### src/rtl/sdram_arb_pkg.sv
// Shared types and helpers for the round-robin SDRAM port arbiter.
package sdram_arb_pkg;

  typedef enum logic [1:0] {
    S_INIT = 2'd0,
    S_IDLE = 2'd1,
    S_BUSY = 2'd2
  } arb_state_e;

  localparam int unsigned BEAT_W = 8;

  // Index width for n requesters; never collapses to zero bits.
  function automatic int unsigned idx_w(input int unsigned n);
    return (n > 1) ? $clog2(n) : 1;
  endfunction

endpackage

### src/rtl/rr_pick.sv
// Combinational rotating priority picker: first requester after last_i, wrapping.
module rr_pick
  import sdram_arb_pkg::*;
#(
  parameter int unsigned N  = 4,
  parameter int unsigned IW = idx_w(N)
) (
  input  logic [N-1:0]  req_i,
  input  logic [IW-1:0] last_i,
  output logic [IW-1:0] idx_o,
  output logic          valid_o
);

  // Scan from the farthest candidate back to last_i+1 so the nearest one wins.
  always_comb begin
    logic [IW:0] sum;
    sum     = '0;
    idx_o   = last_i;
    valid_o = 1'b0;
    for (int k = int'(N); k > 0; k--) begin
      sum = {1'b0, last_i} + (IW+1)'(k);
      if (sum >= (IW+1)'(N)) begin
        sum = sum - (IW+1)'(N);
      end
      if (req_i[sum[IW-1:0]]) begin
        idx_o   = sum[IW-1:0];
        valid_o = 1'b1;
      end
    end
  end

endmodule

### src/rtl/sdram_arbiter_rr.sv
// N-client SDRAM master-port arbiter: exclusive loader during init, then
// round-robin with bounded bursts and a per-frame priority token.
module sdram_arbiter_rr
  import sdram_arb_pkg::*;
#(
  parameter int unsigned NUM_CLIENTS = 4,
  parameter int unsigned ADDR_W      = 25,
  parameter int unsigned DATA_W      = 16,
  parameter int unsigned MAX_BURST   = 8,
  parameter int unsigned PRIO_CLIENT = 1,
  localparam int unsigned IW         = idx_w(NUM_CLIENTS),
  localparam int unsigned BE_W       = DATA_W / 8
) (
  input  logic                          clk,
  input  logic                          reset_n,
  input  logic                          init_done,
  input  logic                          new_frame,
  input  logic [NUM_CLIENTS*ADDR_W-1:0] cl_addr,
  input  logic [NUM_CLIENTS*BE_W-1:0]   cl_be,
  input  logic [NUM_CLIENTS-1:0]        cl_read,
  input  logic [NUM_CLIENTS-1:0]        cl_write,
  input  logic [NUM_CLIENTS*DATA_W-1:0] cl_wrdata,
  output logic [NUM_CLIENTS-1:0]        cl_ac,
  output logic [DATA_W-1:0]             cl_rddata,
  output logic [ADDR_W-1:0]             ar_addr,
  output logic [BE_W-1:0]               ar_be,
  output logic                          ar_read,
  output logic                          ar_write,
  output logic [DATA_W-1:0]             ar_wrdata,
  input  logic                          ar_ac,
  input  logic [DATA_W-1:0]             ar_rddata,
  output logic [IW-1:0]                 grant_idx,
  output logic                          busy
);

  localparam logic [IW-1:0]     PRIO_IDX = IW'(PRIO_CLIENT);
  localparam logic [IW-1:0]     LAST_RST = IW'(NUM_CLIENTS - 1);
  localparam logic [BEAT_W-1:0] BEAT_MAX = BEAT_W'(MAX_BURST - 1);

  arb_state_e        state_q, state_d;
  logic [IW-1:0]     grant_q, grant_d;
  logic [IW-1:0]     last_q, last_d;
  logic [BEAT_W-1:0] beat_q, beat_d;
  logic              tok_q, tok_d;

  logic [NUM_CLIENTS-1:0] req;
  logic [IW-1:0]          pick_idx;
  logic                   pick_valid;
  logic [IW-1:0]          winner;
  logic [IW-1:0]          owner;

  logic [ADDR_W-1:0] addr_a   [NUM_CLIENTS];
  logic [BE_W-1:0]   be_a     [NUM_CLIENTS];
  logic [DATA_W-1:0] wrdata_a [NUM_CLIENTS];

  for (genvar g = 0; g < NUM_CLIENTS; g++) begin : g_unpack
    assign addr_a[g]   = cl_addr[g*ADDR_W +: ADDR_W];
    assign be_a[g]     = cl_be[g*BE_W +: BE_W];
    assign wrdata_a[g] = cl_wrdata[g*DATA_W +: DATA_W];
  end

  assign req       = cl_read | cl_write;
  assign cl_rddata = ar_rddata;
  assign grant_idx = reset_n ? grant_q : '0;

  rr_pick #(
    .N  (NUM_CLIENTS),
    .IW (IW)
  ) u_pick (
    .req_i   (req),
    .last_i  (last_q),
    .idx_o   (pick_idx),
    .valid_o (pick_valid)
  );

  // A pending frame token pre-empts the rotation for the real-time client only.
  assign winner = (tok_q && req[PRIO_IDX]) ? PRIO_IDX : pick_idx;
  assign owner  = (state_q == S_BUSY) ? grant_q : '0;

  always_ff @(posedge clk) begin
    if (!reset_n) begin
      state_q <= S_INIT;
      grant_q <= '0;
      last_q  <= LAST_RST;
      beat_q  <= '0;
      tok_q   <= 1'b0;
    end else begin
      state_q <= state_d;
      grant_q <= grant_d;
      last_q  <= last_d;
      beat_q  <= beat_d;
      tok_q   <= tok_d;
    end
  end

  always_comb begin
    state_d   = state_q;
    grant_d   = grant_q;
    last_d    = last_q;
    beat_d    = beat_q;
    tok_d     = tok_q;
    ar_addr   = addr_a[owner];
    ar_be     = be_a[owner];
    ar_wrdata = wrdata_a[owner];
    ar_read   = 1'b0;
    ar_write  = 1'b0;
    cl_ac     = '0;
    busy      = 1'b0;

    case (state_q)
      S_INIT: begin
        if (init_done) begin
          state_d = S_IDLE;
        end
      end
      S_IDLE: begin
        if (pick_valid) begin
          state_d = S_BUSY;
          grant_d = winner;
          beat_d  = '0;
          if (winner == PRIO_IDX) begin
            tok_d = 1'b0;
          end
        end
      end
      S_BUSY: begin
        if (!req[grant_q]) begin
          state_d = S_IDLE;
          last_d  = grant_q;
        end else if (ar_ac) begin
          if (beat_q == BEAT_MAX) begin
            state_d = S_IDLE;
            last_d  = grant_q;
          end else begin
            beat_d = beat_q + BEAT_W'(1);
          end
        end
      end
      default: state_d = S_INIT;
    endcase

    // Frame strobe outranks the same-cycle token clear.
    if (new_frame && (state_q != S_INIT)) begin
      tok_d = 1'b1;
    end

    if ((state_q == S_INIT) || (state_q == S_BUSY)) begin
      busy         = 1'b1;
      ar_write     = cl_write[owner];
      ar_read      = cl_read[owner] & ~cl_write[owner];
      cl_ac[owner] = ar_ac;
    end

    if (!reset_n) begin
      ar_read  = 1'b0;
      ar_write = 1'b0;
      cl_ac    = '0;
      busy     = 1'b0;
    end
  end

endmodule

### config.mk
export PLATFORM = sky130hd
export DESIGN_NAME = sdram_arbiter_rr
export DESIGN_NICKNAME = d
export VERILOG_FILES = /design/src/rtl/sdram_arb_pkg.sv /design/src/rtl/rr_pick.sv /design/src/rtl/sdram_arbiter_rr.sv
export SDC_FILE = /design/constraint.sdc
export NUM_CORES = 1
export LEC_CHECK = 0
export ABC_AREA = 1
export BUFFER_PORTS_ARGS = -buffer_cell sky130_fd_sc_hd__buf_2
export CORE_AREA = 10 10 97 99
export DETAILED_ROUTE_END_ITERATION = 10
export DIE_AREA = 0 0 107 109
export GPL_TIMING_DRIVEN = 0
export PLACE_DENSITY = 0.74
export SLEW_MARGIN = 10
export SYNTH_ARGS = -nofsm -noshare
export SYNTH_HDL_FRONTEND = slang
export SYNTH_SLANG_ARGS = --single-unit
### constraint.sdc
create_clock -name clk -period 3.3 [get_ports clk]
set_input_delay 0.165 -clock clk [delete_from_list [all_inputs] [get_ports clk]]
set_output_delay 0.165 -clock clk [all_outputs]
set_load 0.005 [all_outputs]
* Yosys cells after proc, flatten, opt, wreduce, memory -nomap -nowiden *
Index checks and enable logic that the tools add are counted.

word-level totals
  logic and storage cells = 125
  register bits = 15

operators by class
  equality and inequality tests = 13
  magnitude comparators = 12
  add/subtract/negate cells = 9
  mux-type cells = 66
  reduce and logical (&&, ||, !) cells = 15
  bitwise operators = 5

operator list
  kind                 count
  $bmux 25 s2          1
  $mux 25              2
  $mux 2               21
  $bmux 16 s2          1
  $mux 16              2
  $mux 8               4
  $mux 1               22
  $lt 2x3->1 const B   6
  $pmux 8 s2           1
  $ge 3x3->1 const B   5
  $bmux 1 s2           7
  $ne 2x2->1 const B   5
  $reduce_bool 2->1    5
  $add 8x1->8 const B  1
  $eq 8x3->1 const B   1
  $mux 4               2
  $sub 2x1->2 const B  4
  $add 2x2->3 const B  2
  $pmux 2 s3           1
  $reduce_and 3->1     2
  $reduce_and 5->1     1
  $and 4x4->4          1
  $bmux 2 s2           1
  $eq 2x1->1 const B   2
  17 further kinds     20

* Longest topological paths before layout *
Gate-level depths: netlist of the first run.

  word-level depth = 15
  gate-level depth with buffers = 13
  depth with buffers taken out = 12

* By module *
A second synthesis of the first run with hierarchy kept.

unflattened totals
  cell total of the unflattened synthesis = 436
  area total of the unflattened synthesis = 2472.4 µm²

by module, submodules not included
  module            area each (µm²)  cells an instance  times used  sequential area each (µm²)
  sdram_arbiter_rr  2230.9           389                1           300.3
  rr_pick           241.5            47                 1           0.0

* Worst setup path after synthesis of the first run *
OpenSTA, ideal clock, no wires.

  path type = flip-flop to flip-flop
  from = register beat_q[0]
  to = register beat_q[1]
  data required time = 3.183 ns
  stages on the path, launching flop included = 11
  data arrival time = 1.336 ns
  setup slack = 1.847 ns
  cell sequence = dfxtp_1 -> ha_1 -> nand2_1 -> nor3_1 -> nand3_1 -> nand2_4 -> nor2_4 -> nand2_2 -> nand2_4 -> o21ai_0 -> nor2_1

on the way
  longest elaborated chain between the ends = 5
  elaborated cells between the ends (all ways) = 8
  those cells by class = add/sub: 1; eq/ne: 2; mux: 4; reduce/logical: 1

RTL lines
  item                      RTL line                 source
  start: declaration        sdram_arbiter_rr.sv:43   logic [BEAT_W-1:0] beat_q, beat_d;
  start signal: assignment  sdram_arbiter_rr.sv:91   beat_q <= beat_d;
  $add 8x1->8               sdram_arbiter_rr.sv:135  beat_d = beat_q + BEAT_W'(1);
  $mux 8                    sdram_arbiter_rr.sv:131  if (beat_q == BEAT_MAX) begin
  $mux 8                    sdram_arbiter_rr.sv:130  end else if (ar_ac) begin
  $mux 8                    sdram_arbiter_rr.sv:127  if (!req[grant_q]) begin
  $pmux 8 s2                sdram_arbiter_rr.sv:110  case (state_q)

Parallel ways exist; a longest one is shown, timed or not. The select of a mux whose other input is x is not followed.
A chain may end at the register's enable or synchronous reset.

* Worst setup path in the final report of the first run *
  from = register state_q[0]
  to = output ar_addr[10]

on the way
  longest elaborated chain between the ends = 6

RTL lines
  item                                        RTL line                 source
  start: declaration                          sdram_arbiter_rr.sv:40   arb_state_e state_q, state_d;
  start signal: assignment                    sdram_arbiter_rr.sv:88   state_q <= state_d;
  $eq 2x2->1                                  sdram_arbiter_rr.sv:78   assign owner = (state_q == S_BUSY) ? grant_q : '0;
  $mux 2                                      sdram_arbiter_rr.sv:78
  $not 2->3 (not written as such)             sdram_arbiter_rr.sv:102  ar_addr = addr_a[owner];
  $bmux 25 s2                                 sdram_arbiter_rr.sv:102
  $mux 25 (not written as such) (2 in a row)  sdram_arbiter_rr.sv:102
  end: declaration                            sdram_arbiter_rr.sv:25   output logic [ADDR_W-1:0] ar_addr,

Every way passes these cells. The select of a mux whose other input is x is not followed.

==> metrics.txt, run 1 <==
Yosys warnings=0; Routed wire per std cell=18.19 um; Main synth FF type=dfxtp_1; Die H=109 um; Synth top area share=23.67%; CTS H-tree depth=1; setup_tns=0 ns; Hold Path Class=input port to flip-flop; Post-synth EDFFs=0; layout cells sized above 1=51.77%; Setup Fix Bufs, Post-CTS=0; post-synthesis sequential area ratio=13.33%; RR Startpoint=beat_q[0]; GR Overflow Total=0; Starting Density=29.92%; Max IR drop VDD=278.6 uV; Max Cap Violations=0; Vias/cell=4.997; filler cell count=813; Clock Latency Late Sink=0.26 ns; Die Area=0.01166 mm^2; chip width=107 um; Core ar.=0.007527 mm^2; crit-path cells=inv_2, nand2_2, nor2_4, nor2_2, buf_2, a22oi_1, nand3_1, buf_2; final setup vio count=0; Post-synth top cells=nand2_1 (113), a22oi_1 (71), nand3_1 (32), nor2_1 (21), buf_4 (20); syn avg cell area=6.137 um^2; Crit Path Category=flip-flop to primary output; post-cts sizing count=0; power per cell area=270.3 mW/mm^2; Cell Rows=32; DPL Wire Length=11590 um; CTS buffer count=3; routed via count=3623; WP data required=3.13 ns; Pleak=0.002068 uW; Hold WS=0.1754 ns; CTS root buf=clkbuf_8; Critical-path top delay cell=nor2_2; clk_skew=0.003989 ns; Area contributors post-synth=a22oi_1 (24%), nand2_1 (19%), dfxtp_1 (13%); input/output buffers=251; Slew headroom=66.51%; Max Buffers Root-to-Sink=2; status=finished, final reports clean; area grow syn2layout=63.61%; Post-Syn Nets=569; critical path's most frequent cell=buf_2; crit path launch=state_q[0]; Max Clk Rate=450.1 MHz; Critical Path End Type=primary output; clock-pin slew on the worst setup and hold paths=0.07 ns; DR pass1 iterations=5; Final nets=825; largest area contributor in the netlist=a22oi_1; routability-driven placement congestion ratio=0.9512; antenna violations before repair=1; critical path arrival=2.06 ns; first-pass GRT wire length=18800 um; # clock sinks=15; end point of the critical path=ar_addr[10]; Reg2Reg Setup Slack=1.66 ns; Placed Area=0.003636 mm^2; RSZ-0062 raised after global routing=false; DR DRC count=0; 1st-iter DRT viols=200; largest net degree at the start of global routing=11; FF-to-FF End=beat_q[6]; Final Max Tran Viols=0; antenna viol nets, final=0; flops & latches, synth=15; hold buffer count at cts=0; total wire length=13190 um; fin crit share=67.33%; Worst-Margin Slew=0.5018 ns; FFs w/ async S/R, synth=0%; Fin. Hold Viols=0; cell count after synthesis=367; FF-to-FF path depth=11; vias in the first global route=3431; startpoint types=flip-flop; design area=0.003685 mm^2; Synth cell types=33; crit-path max cell delay=0.42 ns; Overall Global Routing Usage=20.03%; Syn Std Cell Area=0.002252 mm^2; total I/O pin count=269; crit-path max FO=10; most frequent cell after synthesis=nand2_1; final worst path period need=2.222 ns; CTS tree=yes
stage by stage:
stage / setup slack, ns / power (uW) / util [%] / cells
final: 1.078 / 996.0 / 48.95 / 725
after detailed placement: 1.327 / 843.3 / 48.30 / 720
after global placement: 1.355 / 831.8 / 48.30 / 720
after floorplan: 1.847 / 565.0 / - / 367
after CTS: 1.043 / 1004 / 48.92 / 724
after global routing: 0.9122 / 1080 / 48.95 / 725
critical path, delay by kind of cell (launching register included):
kind | cells | cell delay [ns]
flops | 1 | 0.38
compound gates | 1 | 0.12
simple gates | 4 | 0.78
buf+inv | 3 | 0.50
power by group:
group	switching, uW	internal [uW]	leakage (uW)	total, uW
logic	332	283	0.00192	615
clock network	73.3	83.9	0.0000255	157
registers	22.0	201	0.000122	223
area by class of cell:
class / count / area, um^2 / area share, %
inverter: 26 / 100.1 / 2.716
tap: 102 / 127.6 / 3.463
buffer: 34 / 220.2 / 5.976
timing repair buffer: 251 / 1256 / 34.09
multi-input combinational: 292 / 1632 / 44.28
clock inverter: 1 / 5.005 / 0.1358
clock buffer: 3 / 41.29 / 1.121
antenna: 1 / 2.502 / 0.06791
sequential: 15 / 300.3 / 8.149
state kept, by name, summed over array words and instances (netlist names):
signal and flops:
last_q 2, grant_q 2, tok_q 1, beat_q 8, state_q 2
kinds of logic after synthesis:
kind of cell               synth area share, %
AOI/OAI and AO/OA                        30.17
xor gates and xnor gates                 1.556
adders and majority gates               0.5555
buffers and inverters                    14.22
DFF                                      13.33
and+or+nand+nor                          40.17
cells in the final DEF, fill, tap and decap left out, types with 4 or more instances in the layout:
cell type | synthesis | final
inv_2 | 7 | 7
o21ai_0 | 4 | 4
buf_2 | 14 | 265
nor2_4 | 4 | 4
nor2_1 | 21 | 21
dfxtp_1 | 15 | 15
a22oi_1 | 71 | 71
nor3_1 | 4 | 4
nand2_4 | 5 | 5
a21oi_1 | 8 | 8
nand2_1 | 113 | 113
inv_1 | 18 | 18
nand3_1 | 32 | 32
nand2_2 | 4 | 4
buf_4 | 20 | 20
metal layers:
layer / global-route usage, % / vias to the layer above / wire length (um)
met5: 0 / - / 0
met4: 5.029 / 0 / 176
met3: 4.956 / 14 / 1078
met2: 37.01 / 186 / 6917
met1: 22.47 / 1646 / 5012
li1: - / 1777 / -
worst min-delay path by stage:
| stage | startpoint | depth (start not counted) | endpoint | slack, ns |
|---|---|---|---|---|
| floorplan | new_frame | 2 | tok_q | 0.31 |
| global placement | new_frame | 3 | tok_q | 0.44 |
| detailed placement | new_frame | 3 | tok_q | 0.45 |
| CTS | new_frame | 3 | tok_q | 0.18 |
| global route | new_frame | 3 | tok_q | 0.20 |
| finish | new_frame | 3 | tok_q | 0.18 |
Note: power is estimated with default switching activity, not from simulation.
==> inputs of run 2 (changes only) <==
ABC_AREA = 0   (was 1)
CORE_AREA = unset   (was 10 10 97 99)
CORE_MARGIN = 10   (was unset)
CORE_UTILIZATION = 34   (was unset)
DIE_AREA = unset   (was 0 0 107 109)
PLACE_DENSITY = 0.79   (was 0.74)
clock period = 1.8 ns   (was 3.3 ns; I/O delays follow)
==> run 2 against run 1 <==
Clock power increased by 78%. Sequential share of layout area decreased by 1.2 points. Register-to-register slack got worse by 1.6 ns. Critical endpoint is now ar_read. Global-route usage increased by 3.6 points. Non-clock buffer count increased by 29. Total power increased by 59%.
==> metrics.txt, run 2 <==
crit-path cells=buf_12, buf_8, nor4bb_1, a22o_1, a211o_1, nor3_1, buf_2; WP data required=1.71 ns; Synth top area share=16.33%; antenna violations before repair=0; Max IR drop VDD=242.8 uV; RSZ-0062 raised after global routing=true; Max Buffers Root-to-Sink=2; Fin. Hold Viols=0; routability-driven placement congestion ratio=0.9317; Final nets=865; largest area contributor in the netlist=mux2i_1; Die H=110.1 um; hold buffer count at cts=0; cell count after synthesis=394; commonest cells after routing, fill and taps aside=buf_2 (256), nand2_1 (46), mux2i_1 (45), nor2b_1 (43), a21oi_1 (40); crit-path max FO=4; total I/O pin count=269; vias in the first global route=4445; Hold Path Class=input port to flip-flop; largest net degree at the start of global routing=11; final setup vio count=0; Post-Syn Nets=596; DR DRC count=0; syn avg cell area=6.999 um^2; n_diodes=0; GR Overflow Total=0; Worst-Margin Slew=0.6552 ns; CTS root buf=clkbuf_8; layout cells sized above 1=51.66%; 1st-iter DRT viols=306; input/output buffers=252; Final Max Tran Viols=0; Hold WS=0.1347 ns; Reg2Reg Setup Slack=0.07 ns; total wire length=16100 um; Vias/cell=5.671; FFs w/ async S/R, synth=0%; CTS H-tree depth=1; Slew headroom=55.92%; fin util=58.25%; most flop-heavy register=beat_q; flops & latches, synth=15; post-synthesis sequential area ratio=10.89%; clock-pin slew on the worst setup and hold paths=0.06 ns; Starting Density=35.32%; commonest non-fill, non-tap cell in the layout=buf_2; DPL Wire Length=13280 um; Post-synth EDFFs=0; Routed wire per std cell=21.07 um; Max Cap Violations=0; CTS tree=yes; Pleak=0.002154 uW; area grow syn2layout=64.93%; # clock sinks=15; Core ar.=0.007807 mm^2; fin crit share=98.67%; CTS buffer count=3; Final WS setup=0.02389 ns; final worst path period need=1.776 ns; Largest register FFs=8; DR pass1 iterations=5; Synth cell types=51; Max Clk Rate=563.0 MHz; chip width=110.1 um; most frequent cell after synthesis=nand2_1; Bufs and invs on worst path=3; Place WS=-0.4605 ns; setup_tns=0 ns; Area contributors post-synth=mux2i_1 (16%), o221ai_1 (13%), dfxtp_1 (11%); Syn Std Cell Area=0.002758 mm^2; status=finished, final reports clean; footprint of the multi-input gates=0.002270 mm^2; Top Family by Delay on Critical Path=compound AO/OA/AOI/OAI gates; filler cell count=752; first-pass GRT wire length=22860 um; clk_skew=0.006411 ns; Overall Global Routing Usage=23.62%; Yosys warnings=0; Critical Path End Type=primary output; critical path arrival=1.69 ns; Post-synth top cells=nand2_1 (47), a21oi_1 (45), mux2i_1 (45), nor2b_1 (44), o221ai_1 (40); routed via count=4333; Die Area=0.01211 mm^2; Main synth FF type=dfxtp_1; Cell Rows=32; Clock Latency Late Sink=0.25 ns; area of all sequential standard cells=315.3 um^2; Critical-path top delay cell=dfxtp_4; crit-path max cell delay=0.35 ns; antenna viol nets, final=0; startpoint types=flip-flop; power per cell area=348.3 mW/mm^2; Crit Path Category=flip-flop to primary output
## run 2: changes by cell type after synthesis, sizes merged, moves of 5 or more
cell     before  now
a31oi         0    5
a21oi        11   45
clkbuf        0   22
nor2b         0   44
o221ai        0   40
mux2i         0   45
nor2         28   11
a22oi        71    0
nand3        36    7
nand2       122   47
a2bb2oi       0    5
inv          26    6
buf          34   29
o21ai         4   11
## run 2: timing repair
item                                    4_1_cts  5_1_grt
endpoints found under the setup margin       59       57
pin swaps                                     5        5
gates cloned                                  2        1
gates resized for setup                      64       25
buffers inserted                              7        5
## run 2: stage by stage
stage | total power [uW] | cell area, um^2 | std cells
4_1_cts | 1550 | 4439 | 759
6_report | 1584 | 4548 | 764
3_5_place_dp | 1233 | 4146 | 748
2_1_floorplan | 777.6 | 2758 | 394
5_1_grt | 1679 | 4548 | 764
3_3_place_gp | 1204 | 4146 | 748
## run 2: power breakdown
part           total (uW)  switching [uW]  internal (uW)
registers             354            12.2            342
clock network         280             123            157
logic                 949             460            489
## run 2: final timing paths
kind         depth (start not counted)   endpoint  startpoint
min reg2reg                          2  beat_q[5]   beat_q[5]
min                                  3  beat_q[1]     reset_n
max                                  7    ar_read  state_q[1]
max reg2reg                          5  last_q[0]  grant_q[0]
## run 2: routing by layer
metal | track usage [%] | share of wire [%] | up-vias
li1 | - | - | 2021
met1 | 25.95 | 35 | 2007
met2 | 42.46 | 52 | 268
met3 | 7.777 | 11 | 37
met4 | 6.413 | 1.8 | 0
met5 | 0 | 0 | -
## run 2: logic make-up after synthesis
family,Yosys count,share of synthesized area (%)
adder cells (fa/ha/maj),1,0.4536
flip-flops,15,10.89
multiplexers,47,17.56
buffers and inverters,57,10.39
AO/OA/AOI/OAI,131,33.12
AND/OR/NAND/NOR,143,27.59
## run 2: tightest hold or removal path, delay by kind of cell
kind / cells / cell delay, ns
AOI/OAI and AO/OA: 1 / 0.06
and+or+nand+nor: 1 / 0.07
buffers and inverters: 1 / 0.13
## run 2: final cells by class
cell class              count  area share [%]
multi-input cells         323           49.90
repair buffers            266           30.43
flip-flops and latches     15           6.933
plain buffers              48           8.446
well taps                 102           2.806
inverters                   6          0.4952
clock buffers               4          0.9904
==> inputs of run 3 (changes only) <==
BUFFER_PORTS_ARGS = -buffer_cell sky130_fd_sc_hd__buf_4   (was -buffer_cell sky130_fd_sc_hd__buf_2)
==> run 3 against run 2 <==
The run now ends with negative setup slack left. Maximum frequency down 2.9%. Clock power is 6% higher. Sequential cell count unchanged. Core utilization up 11 points. Global-route usage grew 0.52 points. Wire length grew 6.7%. Total power grew 15%. Worst hold slack got worse by 0.017 ns. Critical path type unchanged. Critical endpoint is now ar_wrdata[3]. Largest power group unchanged.
==> metrics.txt, run 3 (synthesis results as in run 2) <==
status=finished, violations left; violated checks=negative setup slack; area of all sequential standard cells=315.3 um^2; Cell Rows=32; CTS buffer count=3; first-pass GRT wire length=23150 um; antenna viol nets, final=0; layout cells sized above 1=55.64%; CTS tree=yes; layer with the highest usage=met2; Final nets=868; critical path arrival=1.74 ns; Vias/cell=5.665; CTS root buf=clkbuf_8; crit-path max cell delay=0.35 ns; Max Buffers Root-to-Sink=2; Overall Global Routing Usage=24.14%; total wire length=17180 um; GR Util met2=43.52%; commonest non-fill, non-tap cell in the layout=buf_4; Crit Path Category=flip-flop to primary output; Reg2Reg Setup Slack=0.04 ns; CTS H-tree depth=1; routed via count=4345; power per cell area=336.7 mW/mm^2; Starting Density=35.32%; # clock sinks=15; Bufs and invs on worst path=3; met3 usage=6.558%; Largest register FFs=8; n_diodes=0; vias in the first global route=4204; Max IR drop VDD=201.5 uV; final setup vio count=1; design area=0.005414 mm^2; Max Clk Rate=546.6 MHz; commonest cells after routing, fill and taps aside=buf_4 (280), nand2_1 (46), nor2b_1 (43), mux2i_1 (40), a21oi_1 (31); largest net degree at the start of global routing=11; DR DRC count=0; Clock Latency Late Sink=0.27 ns; met1 GRT Util=27.55%; fin crit share=101.6%; Top Family by Delay on Critical Path=buffers and inverters; filler cell count=640; GR Overflow Total=0; clock-pin slew on the worst setup and hold paths=0.06 ns; setup_tns=-0.02961 ns; RSZ-0062 raised after global routing=true; Slew headroom=56.43%; Critical-path top delay cell=dfxtp_4; final worst path period need=1.830 ns; footprint of the multi-input gates=0.002404 mm^2; Max Cap Violations=0; crit-path cells=nor2b_4, and2_4, buf_8, clkbuf_16, a21oi_2, o221ai_1, buf_4; Hold WS=0.1178 ns; most flop-heavy register=beat_q; clk_skew=0.006691 ns; Final Max Tran Viols=0; routability-driven placement congestion ratio=0.9141; Pleak=0.002447 uW; crit-path max FO=6; DR pass1 iterations=4; 1st-iter DRT viols=231; Worst-Margin Slew=0.6476 ns; input/output buffers=252; DPL Wire Length=13740 um; Placed Area=0.004777 mm^2; area grow syn2layout=96.32%; WP data required=1.71 ns; chip width=110.1 um; Routed wire per std cell=22.40 um; Hold Path Class=input port to flip-flop; Fin. Hold Viols=0; Die H=110.1 um; antenna violations before repair=0; Core ar.=0.007807 mm^2; Die Area=0.01211 mm^2; Final WS setup=-0.02961 ns; total I/O pin count=269; Critical Path End Type=primary output; startpoint types=flip-flop
run 3: area by class of cell:
cell class / instances / share of cell area, %
Tap cell: 102 / 2.357
Clock buffer: 3 / 0.7627
Multi-Input combinational cell: 323 / 44.40
Inverter: 6 / 0.4160
Clock inverter: 1 / 0.09244
Buffer: 48 / 7.303
Timing Repair Buffer: 269 / 38.85
Sequential cell: 15 / 5.824
run 3: per-stage QoR:
step / instances / util (%) / power [uW] / setup WS [ns]
2_1_floorplan: 394 / - / 777.6 / 0.08141
3_3_place_gp: 748 / 61.19 / 1393 / -0.3345
3_5_place_dp: 748 / 61.19 / 1416 / -0.3786
4_1_cts: 757 / 64.86 / 1754 / -0.03720
5_1_grt: 767 / 69.34 / 1921 / -0.05351
6_report: 767 / 69.34 / 1823 / -0.02961
run 3: path summary, 6_finish.rpt:
path,startpoint,to,cells after the start
worst max-delay path,state_q[1],ar_wrdata[3],7
worst min-delay path,reset_n,state_q[1],3
worst max register to register,grant_q[0],state_q[1],4
worst min register to register,beat_q[2],beat_q[2],2
run 3: what timing repair did:
| action | 4_1_cts | 5_1_grt |
|---|---|---|
| hold buffers | 0 | 0 |
| gates cloned | 1 | 5 |
| setup buffers | 6 | 6 |
| setup endpoints to repair | 58 | 56 |
| resized for setup | 65 | 50 |
| pin swaps | 2 | 6 |
run 3: worst register-to-register path, cell delays in order, from the launching register on:
cell     delay (ns)
dfxtp_2        0.34
buf_6          0.12
mux4_2         0.57
buf_2          0.22
o41ai_1        0.39
run 3: where the power goes:
part,switching [uW],internal (uW),leakage [uW],total (uW)
Clock,141,154,0.0000255,296
Sequential,11.5,342,0.000125,353
Combinational,497,677,0.00230,1170
Total,650,1170,0.00245,1820
run 3: metal layers:
| layer | wire length [um] | vias up |
|---|---|---|
| li1 | - | 2029 |
| met1 | 6143 | 2042 |
| met2 | 8999 | 249 |
| met3 | 1716 | 25 |
| met4 | 323 | 0 |
| met5 | 0 | - |
